### src/rtl/mips_enc_pkg.sv
// mips_enc_pkg: shared op enumeration and opcode/funct tables for the SCCPU
// instruction subset. The same numbers are decoded by the control unit, so
// encoder and decoder stay in step by construction.
// Contents: op_e (symbolic op), kind_e (R/I/J format), OPC_* opcodes,
// FN_* functs, is_legal() helper.
package mips_enc_pkg;

  typedef enum logic [4:0] {
    OP_ADD  = 5'd0,  OP_SUB  = 5'd1,  OP_AND  = 5'd2,  OP_OR   = 5'd3,
    OP_SLT  = 5'd4,  OP_SLTU = 5'd5,  OP_ADDU = 5'd6,  OP_SUBU = 5'd7,
    OP_SLL  = 5'd8,  OP_SRL  = 5'd9,  OP_SLLV = 5'd10, OP_SRLV = 5'd11,
    OP_NOR  = 5'd12, OP_JR   = 5'd13, OP_JALR = 5'd14, OP_ADDI = 5'd15,
    OP_ORI  = 5'd16, OP_LW   = 5'd17, OP_SW   = 5'd18, OP_BEQ  = 5'd19,
    OP_BNE  = 5'd20, OP_SLTI = 5'd21, OP_LUI  = 5'd22, OP_ANDI = 5'd23,
    OP_J    = 5'd24, OP_JAL  = 5'd25
  } op_e;

  typedef enum logic [1:0] {K_R, K_I, K_J} kind_e;

  localparam logic [5:0] OPC_RTYPE = 6'h00;
  localparam logic [5:0] OPC_J     = 6'h02;
  localparam logic [5:0] OPC_JAL   = 6'h03;
  localparam logic [5:0] OPC_BEQ   = 6'h04;
  localparam logic [5:0] OPC_BNE   = 6'h05;
  localparam logic [5:0] OPC_ADDI  = 6'h08;
  localparam logic [5:0] OPC_SLTI  = 6'h0A;
  localparam logic [5:0] OPC_ANDI  = 6'h0C;
  localparam logic [5:0] OPC_ORI   = 6'h0D;
  localparam logic [5:0] OPC_LUI   = 6'h0F;
  localparam logic [5:0] OPC_LW    = 6'h23;
  localparam logic [5:0] OPC_SW    = 6'h2B;

  localparam logic [5:0] FN_SLL  = 6'h00;
  localparam logic [5:0] FN_SRL  = 6'h02;
  localparam logic [5:0] FN_SLLV = 6'h04;
  localparam logic [5:0] FN_SRLV = 6'h06;
  localparam logic [5:0] FN_JR   = 6'h08;
  localparam logic [5:0] FN_JALR = 6'h09;
  localparam logic [5:0] FN_ADD  = 6'h20;
  localparam logic [5:0] FN_ADDU = 6'h21;
  localparam logic [5:0] FN_SUB  = 6'h22;
  localparam logic [5:0] FN_SUBU = 6'h23;
  localparam logic [5:0] FN_AND  = 6'h24;
  localparam logic [5:0] FN_OR   = 6'h25;
  localparam logic [5:0] FN_NOR  = 6'h27;
  localparam logic [5:0] FN_SLT  = 6'h2A;
  localparam logic [5:0] FN_SLTU = 6'h2B;

  function automatic logic is_legal(input logic [4:0] op);
    return op <= 5'd25;
  endfunction

endpackage

### src/rtl/mips_instr_encoder_if.sv
// mips_instr_encoder_if: symbolic-instruction input channel and encoded-word
// output channel of the encoder.
//   master: program-loader / IMEM side (drives in_*, out_ready)
//   slave : encoder (drives in_ready, out_valid, out_word, out_addr)
// AW is the byte-address width of out_addr.
interface mips_instr_encoder_if #(parameter int unsigned AW = 10);
  logic          in_valid;
  logic          in_ready;
  logic [4:0]    in_op;
  logic [4:0]    in_rs;
  logic [4:0]    in_rt;
  logic [4:0]    in_rd;
  logic [4:0]    in_shamt;
  logic [15:0]   in_imm;
  logic [25:0]   in_target;
  logic          out_valid;
  logic          out_ready;
  logic [31:0]   out_word;
  logic [AW-1:0] out_addr;

  modport master (
    output in_valid, in_op, in_rs, in_rt, in_rd, in_shamt, in_imm, in_target,
    output out_ready,
    input  in_ready, out_valid, out_word, out_addr
  );

  modport slave (
    input  in_valid, in_op, in_rs, in_rt, in_rd, in_shamt, in_imm, in_target,
    input  out_ready,
    output in_ready, out_valid, out_word, out_addr
  );
endinterface

### src/rtl/mips_enc_pack.sv
// mips_enc_pack: combinational op + fields -> 32-bit machine word.
// Fields the op does not use are forced to zero in the word.
// Macro ENC_FIELD_CHECK_EN: when defined, field_err_o flags any nonzero
// unused field on a legal op; otherwise field_err_o is tied 0.
// Ports: op_i, rs_i, rt_i, rd_i, shamt_i, imm_i, target_i in;
//        word_o (encoded word), legal_o (op 0..25), field_err_o out.
import mips_enc_pkg::*;

module mips_enc_pack (
  input  logic [4:0]  op_i,
  input  logic [4:0]  rs_i,
  input  logic [4:0]  rt_i,
  input  logic [4:0]  rd_i,
  input  logic [4:0]  shamt_i,
  input  logic [15:0] imm_i,
  input  logic [25:0] target_i,
  output logic [31:0] word_o,
  output logic        legal_o,
  output logic        field_err_o
);

  kind_e      kind;
  logic [5:0] opc;
  logic [5:0] fn;
  logic       use_rs, use_rt, use_rd, use_sh, use_imm, use_tgt;

  assign legal_o = is_legal(op_i);

  always_comb begin
    kind    = K_R;
    opc     = OPC_RTYPE;
    fn      = 6'h00;
    case (op_e'(op_i))
      OP_ADD:  fn = FN_ADD;
      OP_SUB:  fn = FN_SUB;
      OP_AND:  fn = FN_AND;
      OP_OR:   fn = FN_OR;
      OP_SLT:  fn = FN_SLT;
      OP_SLTU: fn = FN_SLTU;
      OP_ADDU: fn = FN_ADDU;
      OP_SUBU: fn = FN_SUBU;
      OP_SLL:  fn = FN_SLL;
      OP_SRL:  fn = FN_SRL;
      OP_SLLV: fn = FN_SLLV;
      OP_SRLV: fn = FN_SRLV;
      OP_NOR:  fn = FN_NOR;
      OP_JR:   fn = FN_JR;
      OP_JALR: fn = FN_JALR;
      OP_ADDI: begin kind = K_I; opc = OPC_ADDI; end
      OP_ORI:  begin kind = K_I; opc = OPC_ORI;  end
      OP_LW:   begin kind = K_I; opc = OPC_LW;   end
      OP_SW:   begin kind = K_I; opc = OPC_SW;   end
      OP_BEQ:  begin kind = K_I; opc = OPC_BEQ;  end
      OP_BNE:  begin kind = K_I; opc = OPC_BNE;  end
      OP_SLTI: begin kind = K_I; opc = OPC_SLTI; end
      OP_LUI:  begin kind = K_I; opc = OPC_LUI;  end
      OP_ANDI: begin kind = K_I; opc = OPC_ANDI; end
      OP_J:    begin kind = K_J; opc = OPC_J;    end
      OP_JAL:  begin kind = K_J; opc = OPC_JAL;  end
      default: ;
    endcase
  end

  // Field usage per format; an illegal op uses nothing, so its word is 0.
  always_comb begin
    use_rs  = 1'b0;
    use_rt  = 1'b0;
    use_rd  = 1'b0;
    use_sh  = 1'b0;
    use_imm = 1'b0;
    use_tgt = 1'b0;
    if (legal_o) begin
      case (kind)
        K_R: begin
          use_sh = (op_i == OP_SLL) || (op_i == OP_SRL);
          use_rs = !use_sh;
          use_rt = (op_i != OP_JR) && (op_i != OP_JALR);
          use_rd = (op_i != OP_JR);
        end
        K_I: begin
          use_rs  = (op_i != OP_LUI);
          use_rt  = 1'b1;
          use_imm = 1'b1;
        end
        default: use_tgt = 1'b1;
      endcase
    end
  end

  logic [4:0]  rs_m, rt_m, rd_m, sh_m;
  logic [15:0] imm_m;
  logic [25:0] tgt_m;

  assign rs_m  = use_rs  ? rs_i     : 5'd0;
  assign rt_m  = use_rt  ? rt_i     : 5'd0;
  assign rd_m  = use_rd  ? rd_i     : 5'd0;
  assign sh_m  = use_sh  ? shamt_i  : 5'd0;
  assign imm_m = use_imm ? imm_i    : 16'd0;
  assign tgt_m = use_tgt ? target_i : 26'd0;

  always_comb begin
    case (kind)
      K_I:     word_o = {opc, rs_m, rt_m, imm_m};
      K_J:     word_o = {opc, tgt_m};
      default: word_o = {OPC_RTYPE, rs_m, rt_m, rd_m, sh_m, fn};
    endcase
  end

`ifdef ENC_FIELD_CHECK_EN
  assign field_err_o = legal_o & (
      ((|rs_i)     & ~use_rs)  | ((|rt_i)   & ~use_rt)  |
      ((|rd_i)     & ~use_rd)  | ((|shamt_i) & ~use_sh) |
      ((|imm_i)    & ~use_imm) | ((|target_i) & ~use_tgt));
`else
  assign field_err_o = 1'b0;
`endif

endmodule

### src/rtl/mips_instr_encoder.sv
// mips_instr_encoder: accepts symbolic instructions, encodes them and streams
// {word, byte address} toward the IMEM write port with one cycle of latency.
// Ports: clk, rstn (sync, active low), start (restart at BASE_ADDR),
//        bus (slave modport: in_* channel and out_* channel),
//        enc_count, full, err_illegal, err_field (status).
// err_field only ever sets when ENC_FIELD_CHECK_EN is defined (see mips_enc_pack).
import mips_enc_pkg::*;

module mips_instr_encoder #(
  parameter int unsigned DEPTH     = 256,
  parameter int unsigned AW        = $clog2(DEPTH) + 2,
  parameter int unsigned BASE_ADDR = 0
) (
  input  logic                 clk,
  input  logic                 rstn,
  input  logic                 start,
  mips_instr_encoder_if.slave  bus,
  output logic [AW-1:0]        enc_count,
  output logic                 full,
  output logic                 err_illegal,
  output logic                 err_field
);

  logic [31:0]   enc_word;
  logic          legal, field_err, accept;

  logic          out_valid_q, out_valid_d;
  logic [31:0]   word_q, word_d;
  logic [AW-1:0] oaddr_q, oaddr_d;
  logic [AW-1:0] addr_q, addr_d;
  logic [AW-1:0] count_q, count_d;
  logic          full_q, full_d;
  logic          err_ill_q, err_ill_d;
  logic          err_fld_q, err_fld_d;

  mips_enc_pack u_pack (
    .op_i        (bus.in_op),
    .rs_i        (bus.in_rs),
    .rt_i        (bus.in_rt),
    .rd_i        (bus.in_rd),
    .shamt_i     (bus.in_shamt),
    .imm_i       (bus.in_imm),
    .target_i    (bus.in_target),
    .word_o      (enc_word),
    .legal_o     (legal),
    .field_err_o (field_err)
  );

  // A slot opens when the output register is empty or is draining this cycle.
  assign bus.in_ready = rstn & ~start & ~full_q & (~out_valid_q | bus.out_ready);
  assign accept       = bus.in_valid & bus.in_ready;

  always_comb begin
    out_valid_d = out_valid_q;
    word_d      = word_q;
    oaddr_d     = oaddr_q;
    addr_d      = addr_q;
    count_d     = count_q;
    full_d      = full_q;
    err_ill_d   = err_ill_q;
    err_fld_d   = err_fld_q;
    if (start) begin
      out_valid_d = 1'b0;
      addr_d      = AW'(BASE_ADDR);
      count_d     = '0;
      full_d      = 1'b0;
      err_ill_d   = 1'b0;
      err_fld_d   = 1'b0;
    end else begin
      if (out_valid_q && bus.out_ready) out_valid_d = 1'b0;
      if (accept) begin
        if (legal) begin
          out_valid_d = 1'b1;
          word_d      = enc_word;
          oaddr_d     = addr_q;
          addr_d      = addr_q + AW'(4);
          count_d     = count_q + AW'(1);
          if (count_q == AW'(DEPTH - 1)) full_d = 1'b1;
          if (field_err) err_fld_d = 1'b1;
        end else begin
          err_ill_d = 1'b1;  // dropped: no word, no address advance
        end
      end
    end
  end

  always_ff @(posedge clk) begin
    if (!rstn) begin
      out_valid_q <= 1'b0;
      word_q      <= '0;
      oaddr_q     <= '0;
      addr_q      <= AW'(BASE_ADDR);
      count_q     <= '0;
      full_q      <= 1'b0;
      err_ill_q   <= 1'b0;
      err_fld_q   <= 1'b0;
    end else begin
      out_valid_q <= out_valid_d;
      word_q      <= word_d;
      oaddr_q     <= oaddr_d;
      addr_q      <= addr_d;
      count_q     <= count_d;
      full_q      <= full_d;
      err_ill_q   <= err_ill_d;
      err_fld_q   <= err_fld_d;
    end
  end

  assign bus.out_valid = out_valid_q;
  assign bus.out_word  = word_q;
  assign bus.out_addr  = oaddr_q;
  assign enc_count     = count_q;
  assign full          = full_q;
  assign err_illegal   = err_ill_q;
  assign err_field     = err_fld_q;

endmodule
### src/flat_wrapper.sv
// flat-port wrapper written by rule: the top's interface ports become plain ports
module mips_instr_encoder_flat 
#(
  parameter int unsigned DEPTH     = 256,
  parameter int unsigned AW        = $clog2(DEPTH) + 2,
  parameter int unsigned BASE_ADDR = 0
)
  (clk, rstn, start, enc_count, full, err_illegal, err_field, bus_in_valid, bus_in_op, bus_in_rs, bus_in_rt, bus_in_rd, bus_in_shamt, bus_in_imm, bus_in_target, bus_out_ready, bus_in_ready, bus_out_valid, bus_out_word, bus_out_addr);
  mips_instr_encoder_if #(.AW(AW)) bus_i ();
  input  logic clk;
  input  logic rstn;
  input  logic start;
  output logic [AW-1:0] enc_count;
  output logic full;
  output logic err_illegal;
  output logic err_field;
  input wire logic [$bits(bus_i.in_valid)-1:0] bus_in_valid;
  input wire logic [$bits(bus_i.in_op)-1:0] bus_in_op;
  input wire logic [$bits(bus_i.in_rs)-1:0] bus_in_rs;
  input wire logic [$bits(bus_i.in_rt)-1:0] bus_in_rt;
  input wire logic [$bits(bus_i.in_rd)-1:0] bus_in_rd;
  input wire logic [$bits(bus_i.in_shamt)-1:0] bus_in_shamt;
  input wire logic [$bits(bus_i.in_imm)-1:0] bus_in_imm;
  input wire logic [$bits(bus_i.in_target)-1:0] bus_in_target;
  input wire logic [$bits(bus_i.out_ready)-1:0] bus_out_ready;
  output wire logic [$bits(bus_i.in_ready)-1:0] bus_in_ready;
  output wire logic [$bits(bus_i.out_valid)-1:0] bus_out_valid;
  output wire logic [$bits(bus_i.out_word)-1:0] bus_out_word;
  output wire logic [$bits(bus_i.out_addr)-1:0] bus_out_addr;
  assign bus_i.in_valid = bus_in_valid;
  assign bus_i.in_op = bus_in_op;
  assign bus_i.in_rs = bus_in_rs;
  assign bus_i.in_rt = bus_in_rt;
  assign bus_i.in_rd = bus_in_rd;
  assign bus_i.in_shamt = bus_in_shamt;
  assign bus_i.in_imm = bus_in_imm;
  assign bus_i.in_target = bus_in_target;
  assign bus_i.out_ready = bus_out_ready;
  assign bus_in_ready = bus_i.in_ready;
  assign bus_out_valid = bus_i.out_valid;
  assign bus_out_word = bus_i.out_word;
  assign bus_out_addr = bus_i.out_addr;
  mips_instr_encoder #(.DEPTH(DEPTH), .AW(AW), .BASE_ADDR(BASE_ADDR)) u_core (.clk(clk), .rstn(rstn), .start(start), .bus(bus_i), .enc_count(enc_count), .full(full), .err_illegal(err_illegal), .err_field(err_field));
endmodule
### config.mk
export PLATFORM = sky130hd
export DESIGN_NAME = mips_instr_encoder_flat
export DESIGN_NICKNAME = d
export VERILOG_FILES = /design/src/rtl/mips_enc_pkg.sv /design/src/rtl/mips_instr_encoder_if.sv /design/src/rtl/mips_enc_pack.sv /design/src/rtl/mips_instr_encoder.sv /design/src/flat_wrapper.sv
export SDC_FILE = /design/constraint.sdc
export NUM_CORES = 1
export LEC_CHECK = 0
export CORE_ASPECT_RATIO = 0.75
export CORE_MARGIN = 2
export CORE_UTILIZATION = 48
export CTS_BUF_LIST = sky130_fd_sc_hd__clkbuf_16
export CTS_CLUSTER_SIZE = 24
export DETAILED_ROUTE_END_ITERATION = 6
export GPL_ROUTABILITY_DRIVEN = 1
export PLACE_DENSITY = 0.87
export SYNTH_ARGS = -nofsm -noshare
export SYNTH_HDL_FRONTEND = slang
export SYNTH_HIERARCHICAL = 1
export SYNTH_SLANG_ARGS = --single-unit
### constraint.sdc
create_clock -name clk -period 7.23 [get_ports clk]
set_input_delay 1.446 -clock clk [delete_from_list [all_inputs] [get_ports clk]]
set_output_delay 1.446 -clock clk [all_outputs]
set_load 0.1 [all_outputs]
==> results of run 1 <==
## final timing paths
| check | start | endpoint | cells past startpoint |
|---|---|---|---|
| max | bus_in_op[3] | u_core/bus.out_word[19]$_SDFFE_PN0P_ | 10 |
| min | u_core/bus.out_addr[9]$_SDFFE_PN0P_ | u_core/bus.out_addr[9]$_SDFFE_PN0P_ | 2 |
| max reg2reg | u_core/bus.out_valid$_SDFF_PP0_ | u_core/enc_count[3]$_SDFFE_PP0P_ | 4 |
| min reg2reg | u_core/bus.out_addr[9]$_SDFFE_PN0P_ | u_core/bus.out_addr[9]$_SDFFE_PN0P_ | 2 |
## state kept, by name, indices dropped and copies added (netlist names)
name,flops
u_core/full,1
u_core/err_illegal,1
u_core/bus.out_valid,1
u_core/enc_count,10
u_core/addr_q,8
u_core/bus.out_word,32
u_core/bus.out_addr,8
u_core/err_field,1
## critical path, cell delays in order
cell	delay, ns
clkdlybuf4s50_1	0.85
nand2b_1	0.24
or3_4	0.41
ha_1	0.36
nor2b_1	0.28
o21ai_0	0.19
o21ai_0	0.68
a22o_1	0.24
nand2_1	0.05
a21boi_0	0.20
## final cells by class
cell class,instances,area share
multi-input combinational,310,0.3966
sequential,62,0.2565
timing repair buffer,128,0.2632
tap,84,0.02172
clock inverter,7,0.01008
clock buffer,9,0.04654
inverter,7,0.005429
## cell usage in the layout (no fill, tap or decap), drive strengths merged, types with 2 or more instances in the layout
cell             n
a21o             5
a21oi           22
ha               5
nand4b           2
dfxtp           62
clkdlybuf4s50  125
nor3             3
buf              3
o22ai            2
a21boi          41
nand3            5
o31ai            5
and2             7
or3              3
nand2b           6
nand2          102
clkinv           5
or2              2
nor2b            6
nand4            4
or4              5
mux2i            3
o21ai            9
nor4b            2
clkbuf           9
conb             4
and4             4
and3             6
xnor2            3
a22o            15
a221o           10
nor2            11
nor3b            2
inv              8
## stage by stage
step / hold WS, ns / total power, uW
final: 0.4522 / 873.4
after global routing: 0.4745 / 904.7
after CTS: 0.4552 / 878.7
after detailed placement: 0.4474 / 491.9
after global placement: 0.4398 / 489.3
after floorplan: 0.4390 / 437.1
## logic make-up (layout without fill, tap and decap cells)
group / Yosys count / count (layout) / synth area share
and+or+nand+nor: 175 / 175 / 0.2615
AOI/OAI and AO/OA: 118 / 118 / 0.2626
DFF: 62 / 62 / 0.3695
buffers and inverters: 38 / 151 / 0.06182
adders and majority gates: 5 / 5 / 0.01862
xor gates and xnor gates: 4 / 4 / 0.01043
muxes: 4 / 4 / 0.01341
other: 2 / 4 / 0.002235
## layer usage
metal / up-vias / part of all wire / track usage / routed length [microns]
met5: - / 0 / 0 / 0
met4: 0 / 0.018 / 0.07671 / 168
met3: 21 / 0.088 / 0.07339 / 834
met2: 153 / 0.48 / 0.4173 / 4552
met1: 1557 / 0.41 / 0.2928 / 3915
li1: 1657 / - / - / -
## report_power, final
group          internal, uW  leakage [uW]  total [uW]  switching [uW]
clock                   232      0.000136         387             155
combinational          62.5       0.00111         140            77.2
sequential              345      0.000500         346            1.70
total                   639       0.00175         873             234
==> results.yml, run 1 <==
status:
  status: "completed"
synthesis:
  ys.flop_type: "dfxtp_1"
  synthTopCellsByCount: "nand2_1, dfxtp_1, a21boi_0"
  synth_top_area_cell: "dfxtp_1"
  synth_cell_types: 60
  synth_cells: 408
  syn-cell-area_sq_um: 3359
  synthTopCellsByArea: "dfxtp_1, nand2_1, a21boi_0"
  seq_area_frac_synth: 0.3695
  synthMostInstantiatedCell: "nand2_1"
  synth_top_area_frac: 0.3695
  synth-edff-count: 0
  syn_area_per_cell_sq_um: 8.234
  ys_async_sr_fraction: 0
  yosysWarnings: 6
  ys_ff_latch: 62
clock_network:
  htree_levels: 3
  clockBufferDepth: 2
  cts_tree: "built"
  post_cts_buffers: 0
  numCtsBuffers: 9
  post_cts_resized: 0
  clock_sinks: 62
  clockRootBuffer: "clkbuf_16"
  hold_buffers: 0
  clk_pin_slew_ns: 0.05
  clock_latency_ns: 0.32
finish:
  multi_input_area_sq_um: 1919
  antennaDiodeCount: 0
  seqCellArea_sq_um: 1241
  drive_gt1_frac: 0.05927
  fillers: 540
  syn_to_final_growth_pct: 44.06
  design_area_sq_um: 4840
  final_util: 0.7118
  final_cells: 607
  finalNetCount: 595
power:
  ir_worst_vdd_v: 0.0001100
  p_per_area_nw_per_um2: 180.5
  leakagePower_uw: 0.001746
placed_design:
  placed_area_sq_um: 4566
  dp_slack_ns: 2.378
  dp_hpwl_microns: 6789
  dp.cells: 591
  gp_congestion: 0.9159
  io_buffers: 126
worst_setup_path:
  crit_type: "input port to flip-flop"
  required_ns: 7.47
  crit_fanout: 16
  cp.arrival_ns: 4.94
  endpoint_kind: "flip-flop"
  cp-start-kind: "input port"
  reg2reg_slack_ns: 5.02
min_path:
  hold_path.class: "flip-flop to flip-flop"
detailed_routing:
  wirelength_microns: 9471
  drt_pre_antenna_iters: 5
  vias_per_cell: 5.582
  drc: 0
  vias: 3388
  antenna_left: 0
  first_iter_violations: 229
  wl_per_cell_microns: 15.60
global_routing:
  grt_usage: 0.2446
  grt_antenna_before_repair: 0
  grt_pass1_wl_microns: 15080
  grt_overflow_total: 0
  grt_max_degree: 51
  grt_pass1_vias: 3228
timing:
  hold_violations: 0
  fin_ws_ns: 2.524
  setup_viol: 0
  maxSlewHeadroom: 0.2994
  period_share: 0.6510
  period_minus_slack_ns: 4.706
  slew_viol_final: 0
  rsz0062_at_grt: "no"
  fin_tns_setup_ns: 0
  skew_ns: 0.003055
  worst_pin_slew_ns: 1.048
  fmax_mhz: 212.5
die:
  rows: 26
  core_area_sq_um: 6799
  num_io_pins: 129
  fp.dieH_microns: 76.45
  initial_core_util: 0.4941
  die_area_sq_um: 7691
  die_x_microns: 100.6
flow_run:
  cap_violations: 0
Power figures use the tool's default switching activity.
==> inputs of run 2 (changes only) <==
--- a/config.mk
+++ b/config.mk
@@ -7,12 +7,12 @@
 export LEC_CHECK = 0
 export CORE_ASPECT_RATIO = 0.75
 export CORE_MARGIN = 2
-export CORE_UTILIZATION = 48
+export CORE_UTILIZATION = 44
 export CTS_BUF_LIST = sky130_fd_sc_hd__clkbuf_16
 export CTS_CLUSTER_SIZE = 24
 export DETAILED_ROUTE_END_ITERATION = 6
 export GPL_ROUTABILITY_DRIVEN = 1
-export PLACE_DENSITY = 0.87
+export PLACE_DENSITY = 0.8
 export SYNTH_ARGS = -nofsm -noshare
 export SYNTH_HDL_FRONTEND = slang
 export SYNTH_HIERARCHICAL = 1
==> constraint.sdc (replaced) <==
create_clock -name clk -period 4.6 [get_ports clk]
set_input_delay 0.92 -clock clk [delete_from_list [all_inputs] [get_ports clk]]
set_output_delay 0.92 -clock clk [all_outputs]
set_load 0.1 [all_outputs]
==> run 2 against run 1 <==
Clock-buffer cell count unchanged. Cell count increased by 3.8%. Total power increased by 65%. Critical path type unchanged. Critical endpoint is now u_core/bus.out_word[22]$_SDFFE_PN0P_. Via count increased by 2.3%.
==> results.yml, run 2 (synthesis gave the netlist of run 1 again) <==
status:
  status: "completed"
placed_design:
  dp_hpwl_microns: 7087
  gp_congestion: 0.8524
  io_buffers: 126
power:
  leakagePower_uw: 0.001776
  p_per_area_nw_per_um2: 290.9
  p_sw_uw: 374.5
  swShare: 0.2605
  seqPwrFrac: 0.379
  clockPowerShare: 0.464
  combPwrFrac: 0.157
  ir_worst_vdd_v: 0.0001605
  p_int_uw: 1063
clock_network:
  htree_levels: 3
  post_cts_resized: 0
  clock_latency_ns: 0.33
  numCtsBuffers: 9
  post_cts_buffers: 0
  hold_buffers: 0
  clockRootBuffer: "clkbuf_16"
  clockBufferDepth: 2
  clk_pin_slew_ns: 0.06
  cts_tree: "built"
  clock_sinks: 62
detailed_routing:
  drt_pre_antenna_iters: 5
  vias_per_cell: 5.502
  drc: 0
  antenna_left: 0
  wirelength_microns: 9933
  wl_per_cell_microns: 15.77
  first_iter_violations: 252
  vias: 3466
worst_setup_path:
  cp-start-kind: "input port"
  worstPathCellList: "clkdlybuf4s50_1 > nand2b_1 > or3_4 > ha_1 > nor2b_1 > o221ai_1 > a221oi_2 > a22o_1 > nand2_1 > a21boi_0"
  crit_family: "compound AO/OA/AOI/OAI gates"
  endpoint_kind: "flip-flop"
  cp_slowest_cell: "clkdlybuf4s50_1"
  critPathMaxStageDelay_ns: 0.80
  cp.arrival_ns: 4.04
  crit_fanout: 16
  crit_type: "input port to flip-flop"
  path_buf_inv: 1
  ff2ff_path_depth: 5
  required_ns: 4.84
  cp.depth: 10
timing:
  skew_ns: 0.004454
  setup_viol: 0
  period_minus_slack_ns: 3.803
  hold_violations: 0
  maxSlewHeadroom: 0.3051
  fin_tns_setup_ns: 0
  fmax_mhz: 263.0
  period_share: 0.8267
  slew_viol_final: 0
  rsz0062_at_grt: "no"
  worst_pin_slew_ns: 1.039
global_routing:
  grt_antenna_before_repair: 0
  grt_overflow_total: 0
  grt_max_degree: 43
  grt_usage: 0.2417
  grt_pass1_vias: 3316
  grt_pass1_wl_microns: 16100
min_path:
  holdPathStages: 2
  hold_path.class: "flip-flop to flip-flop"
finish:
  final_cell_mix: "clkdlybuf4s50_1, nand2_1, dfxtp_1"
  finalNetCount: 601
  final_util: 0.6711
  largest_reg_flops: 32
  antennaDiodeCount: 0
  syn_to_final_growth_pct: 47.11
  final_common_cell: "clkdlybuf4s50_1"
  drive_gt1_frac: 0.06805
die:
  die_x_microns: 104.9
  die_area_sq_um: 8358
  fp.dieH_microns: 79.68
  core_area_sq_um: 7365
  initial_core_util: 0.4562
  num_io_pins: 129
  rows: 27
flow_run:
  cap_violations: 0
==> run 2: cell count changes in the layout (fill, tap and decap cells not counted), sizes merged <==
| cell | previous run | this run |
|---|---|---|
| bufinv | 0 | 1 |
| clkinvlp | 1 | 4 |
| buf | 3 | 9 |
| clkinv | 5 | 1 |
==> run 2: cell type report <==
class	instances	area [sq um]
sequential	62	1241
inverter	7	26.28
multi-input combinational	310	1919
tap	101	126.4
clock buffer	9	225.2
timing repair buffer	134	1331
fill	630	2422
clock inverter	7	72.57
==> run 2: worst paths after layout <==
check                                                     startpoint                                    to  slack [ns]
worst max-delay path                                    bus_in_op[3]  u_core/bus.out_word[22]$_SDFFE_PN0P_        0.80
worst min register to register  u_core/bus.out_word[31]$_SDFFE_PN0P_  u_core/bus.out_word[31]$_SDFFE_PN0P_        0.46
worst min-delay path            u_core/bus.out_word[31]$_SDFFE_PN0P_  u_core/bus.out_word[31]$_SDFFE_PN0P_        0.46
worst max register to register       u_core/bus.out_valid$_SDFF_PP0_      u_core/enc_count[0]$_SDFFE_PP0P_        2.60
==> run 2: worst register-to-register path, cell delays in order (launching register included) <==
cell and delay [ns]:
dfxtp_1 0.31, nand2b_1 0.26, and4_2 0.73, buf_4 0.36, xnor2_1 0.15, nor2_1 0.05
==> run 2: through the flow <==
stage	total power [uW]	hold WS [ns]	cells	cell area (sq um)	worst slack (ns)
final	1438	0.4610	630	4942	0.7973
after global routing	1494	0.4785	630	4942	0.4977
after CTS	1447	0.4591	630	4942	0.7907
after detailed placement	779.4	0.4480	614	4644	0.4614
after global placement	777.6	0.4422	614	4644	0.6218
after floorplan	687.0	0.4390	410	3367	1.618
==> run 2: routing by layer <==
metal	vias to the layer above	share of wire	wire length (microns)	track usage
met4	0	0.012	115	0.07067
met5	-	0	0	0
met1	1615	0.46	4569	0.3195
met3	14	0.076	750	0.05796
li1	1673	-	-	-
met2	164	0.45	4498	0.3948
==> run 2: power groups by stage <==
stage	registers (uW)	clock network, uW	logic (uW)
global route	545	710	239
global placement	556	0	221
CTS	545	679	224
detailed placement	556	0	223
finish	545	667	225
floorplan	588	0	99.3
==> inputs of run 3 (changes only) <==
==> constraint.sdc (replaced) <==
create_clock -name clk -period 3.6 [get_ports clk]
set_input_delay 0.72 -clock clk [delete_from_list [all_inputs] [get_ports clk]]
set_output_delay 0.72 -clock clk [all_outputs]
set_load 0.1 [all_outputs]
==> run 3 against run 2 <==
Combinational power grew 30%. Worst hold slack lost 0.010 ns. Die area is the same. Worst setup slack lost 0.47 ns. Routed wire length shrank 3.0%. Clock-buffer cell count is the same. Clock skew grew 0.00067 ns. Cell area grew 1.7%. Via count shrank 0.98%. Critical endpoint unchanged. Highest routed layer unchanged.
==> results.yml, run 3 (synthesis gave the netlist of run 1 again) <==
timing:
  period_minus_slack_ns: 3.274
  skew_ns: 0.005125
  worst_pin_slew_ns: 1.019
  hold_violations: 0
  period_share: 0.9094
  fmax_mhz: 305.5
  fin_ws_ns: 0.3262
  rsz0062_at_grt: "no"
  maxSlewHeadroom: 0.3188
  setup_viol: 0
  slew_viol_final: 0
  fin_tns_setup_ns: 0
finish:
  finalNetCount: 608
  multi_input_area_sq_um: 1919
  drive_gt1_frac: 0.08209
  syn_to_final_growth_pct: 49.61
  final_cells: 637
  largest_reg_flops: 32
  final_common_cell: "clkdlybuf4s50_1"
  antennaDiodeCount: 0
  seqCellArea_sq_um: 1241
  fillers: 643
  final_cell_mix: "clkdlybuf4s50_1, nand2_1, dfxtp_1"
detailed_routing:
  vias: 3432
  first_iter_violations: 237
  wirelength_microns: 9634
  drc: 0
  wl_per_cell_microns: 15.12
  drt_pre_antenna_iters: 5
  antenna_left: 0
  vias_per_cell: 5.388
worst_setup_path:
  crit_fanout: 9
  required_ns: 3.85
  cp-start-kind: "input port"
  crit_type: "input port to flip-flop"
  cp.arrival_ns: 3.52
  rr_startpoint: "u_core/bus.out_valid$_SDFF_PP0_"
  endpoint_kind: "flip-flop"
  startpoint: "bus_in_op[3]"
global_routing:
  grt_pass1_wl_microns: 15700
  grt_pass1_vias: 3257
  grt_usage: 0.2358
  grt_max_degree: 43
  grt_antenna_before_repair: 0
  grt_overflow_total: 0
placed_design:
  dp_hpwl_microns: 7119
  dp_slack_ns: 0.02818
  gp_congestion: 0.8964
  dp.cells: 621
  io_buffers: 126
power:
  ir_worst_vdd_v: 0.0002752
  power_uw: 1930
  leakagePower_uw: 0.001839
  p_per_area_nw_per_um2: 384.0
die:
  num_io_pins: 129
  initial_core_util: 0.4562
  die_area_sq_um: 8358
  core_area_sq_um: 7365
  fp.dieH_microns: 79.68
  rows: 27
  die_x_microns: 104.9
flow_run:
  cap_violations: 0
clock_network:
  clock_sinks: 62
  post_cts_resized: 0
  clk_pin_slew_ns: 0.06
  clockBufferDepth: 2
  post_cts_buffers: 0
  hold_buffers: 0
  clockRootBuffer: "clkbuf_16"
  cts_tree: "built"
  htree_levels: 3
  numCtsBuffers: 9
  clock_latency_ns: 0.32
status:
  status: "completed"
min_path:
  worstHoldStart: "u_core/bus.out_word[1]$_SDFFE_PN0P_"
  hold_path.class: "flip-flop to flip-flop"
[run 3: changes by cell type in the layout (fill, tap and decap cells not counted)]
cell	before	now
clkinv_4	0	2
clkinv_1	1	0
bufinv_16	1	2
clkinvlp_4	4	0
inv_6	1	3
buf_4	8	15
[run 3: power breakdown]
group	total [uW]	switching [uW]	internal, uW
registers	696	3.33	692
logic	292	156	135
clock network	943	328	615
total	1930	487	1440
[run 3: critical path: stages]
cell             delay, ns
clkdlybuf4s50_1       0.54
and3_1                0.24
a31oi_1               0.35
ha_1                  0.36
nor2b_1               0.23
o221ai_1              0.18
a221oi_2              0.49
a22o_1                0.21
nand2_1               0.05
a21boi_0              0.14
[run 3: layout make-up]
type | instances | share of cell area
Clock buffer | 9 | 0.04481
Clock inverter | 7 | 0.02066
Inverter | 7 | 0.005228
Multi-Input combinational cell | 310 | 0.3819
Sequential cell | 62 | 0.2470
Tap cell | 101 | 0.02514
Timing Repair Buffer | 141 | 0.2753
[run 3: path summary, 6_finish.rpt]
check,endpoint,slack (ns),cells after the start
max reg2reg,u_core/addr_q[6]$_SDFFE_PP0P_,1.87,5
max,u_core/bus.out_word[22]$_SDFFE_PN0P_,0.33,10
min,u_core/bus.out_word[1]$_SDFFE_PN0P_,0.45,2
min reg2reg,u_core/bus.out_word[1]$_SDFFE_PN0P_,0.45,2
[run 3: layer usage]
metal,GRT usage,routed length [microns]
met1,0.3012,4354
met2,0.3844,4303
met3,0.08000,860
met4,0.06000,116
met5,0,0
[run 3: per-stage QoR]
step / hold slack, ns / util / area (sq um)
2_1_floorplan: 0.4390 / - / 3367
3_3_place_gp: 0.4404 / 0.6378 / 4697
3_5_place_dp: 0.4447 / 0.6378 / 4697
4_1_cts: 0.4526 / 0.6825 / 5026
5_1_grt: 0.4773 / 0.6825 / 5026
6_report: 0.4509 / 0.6825 / 5026
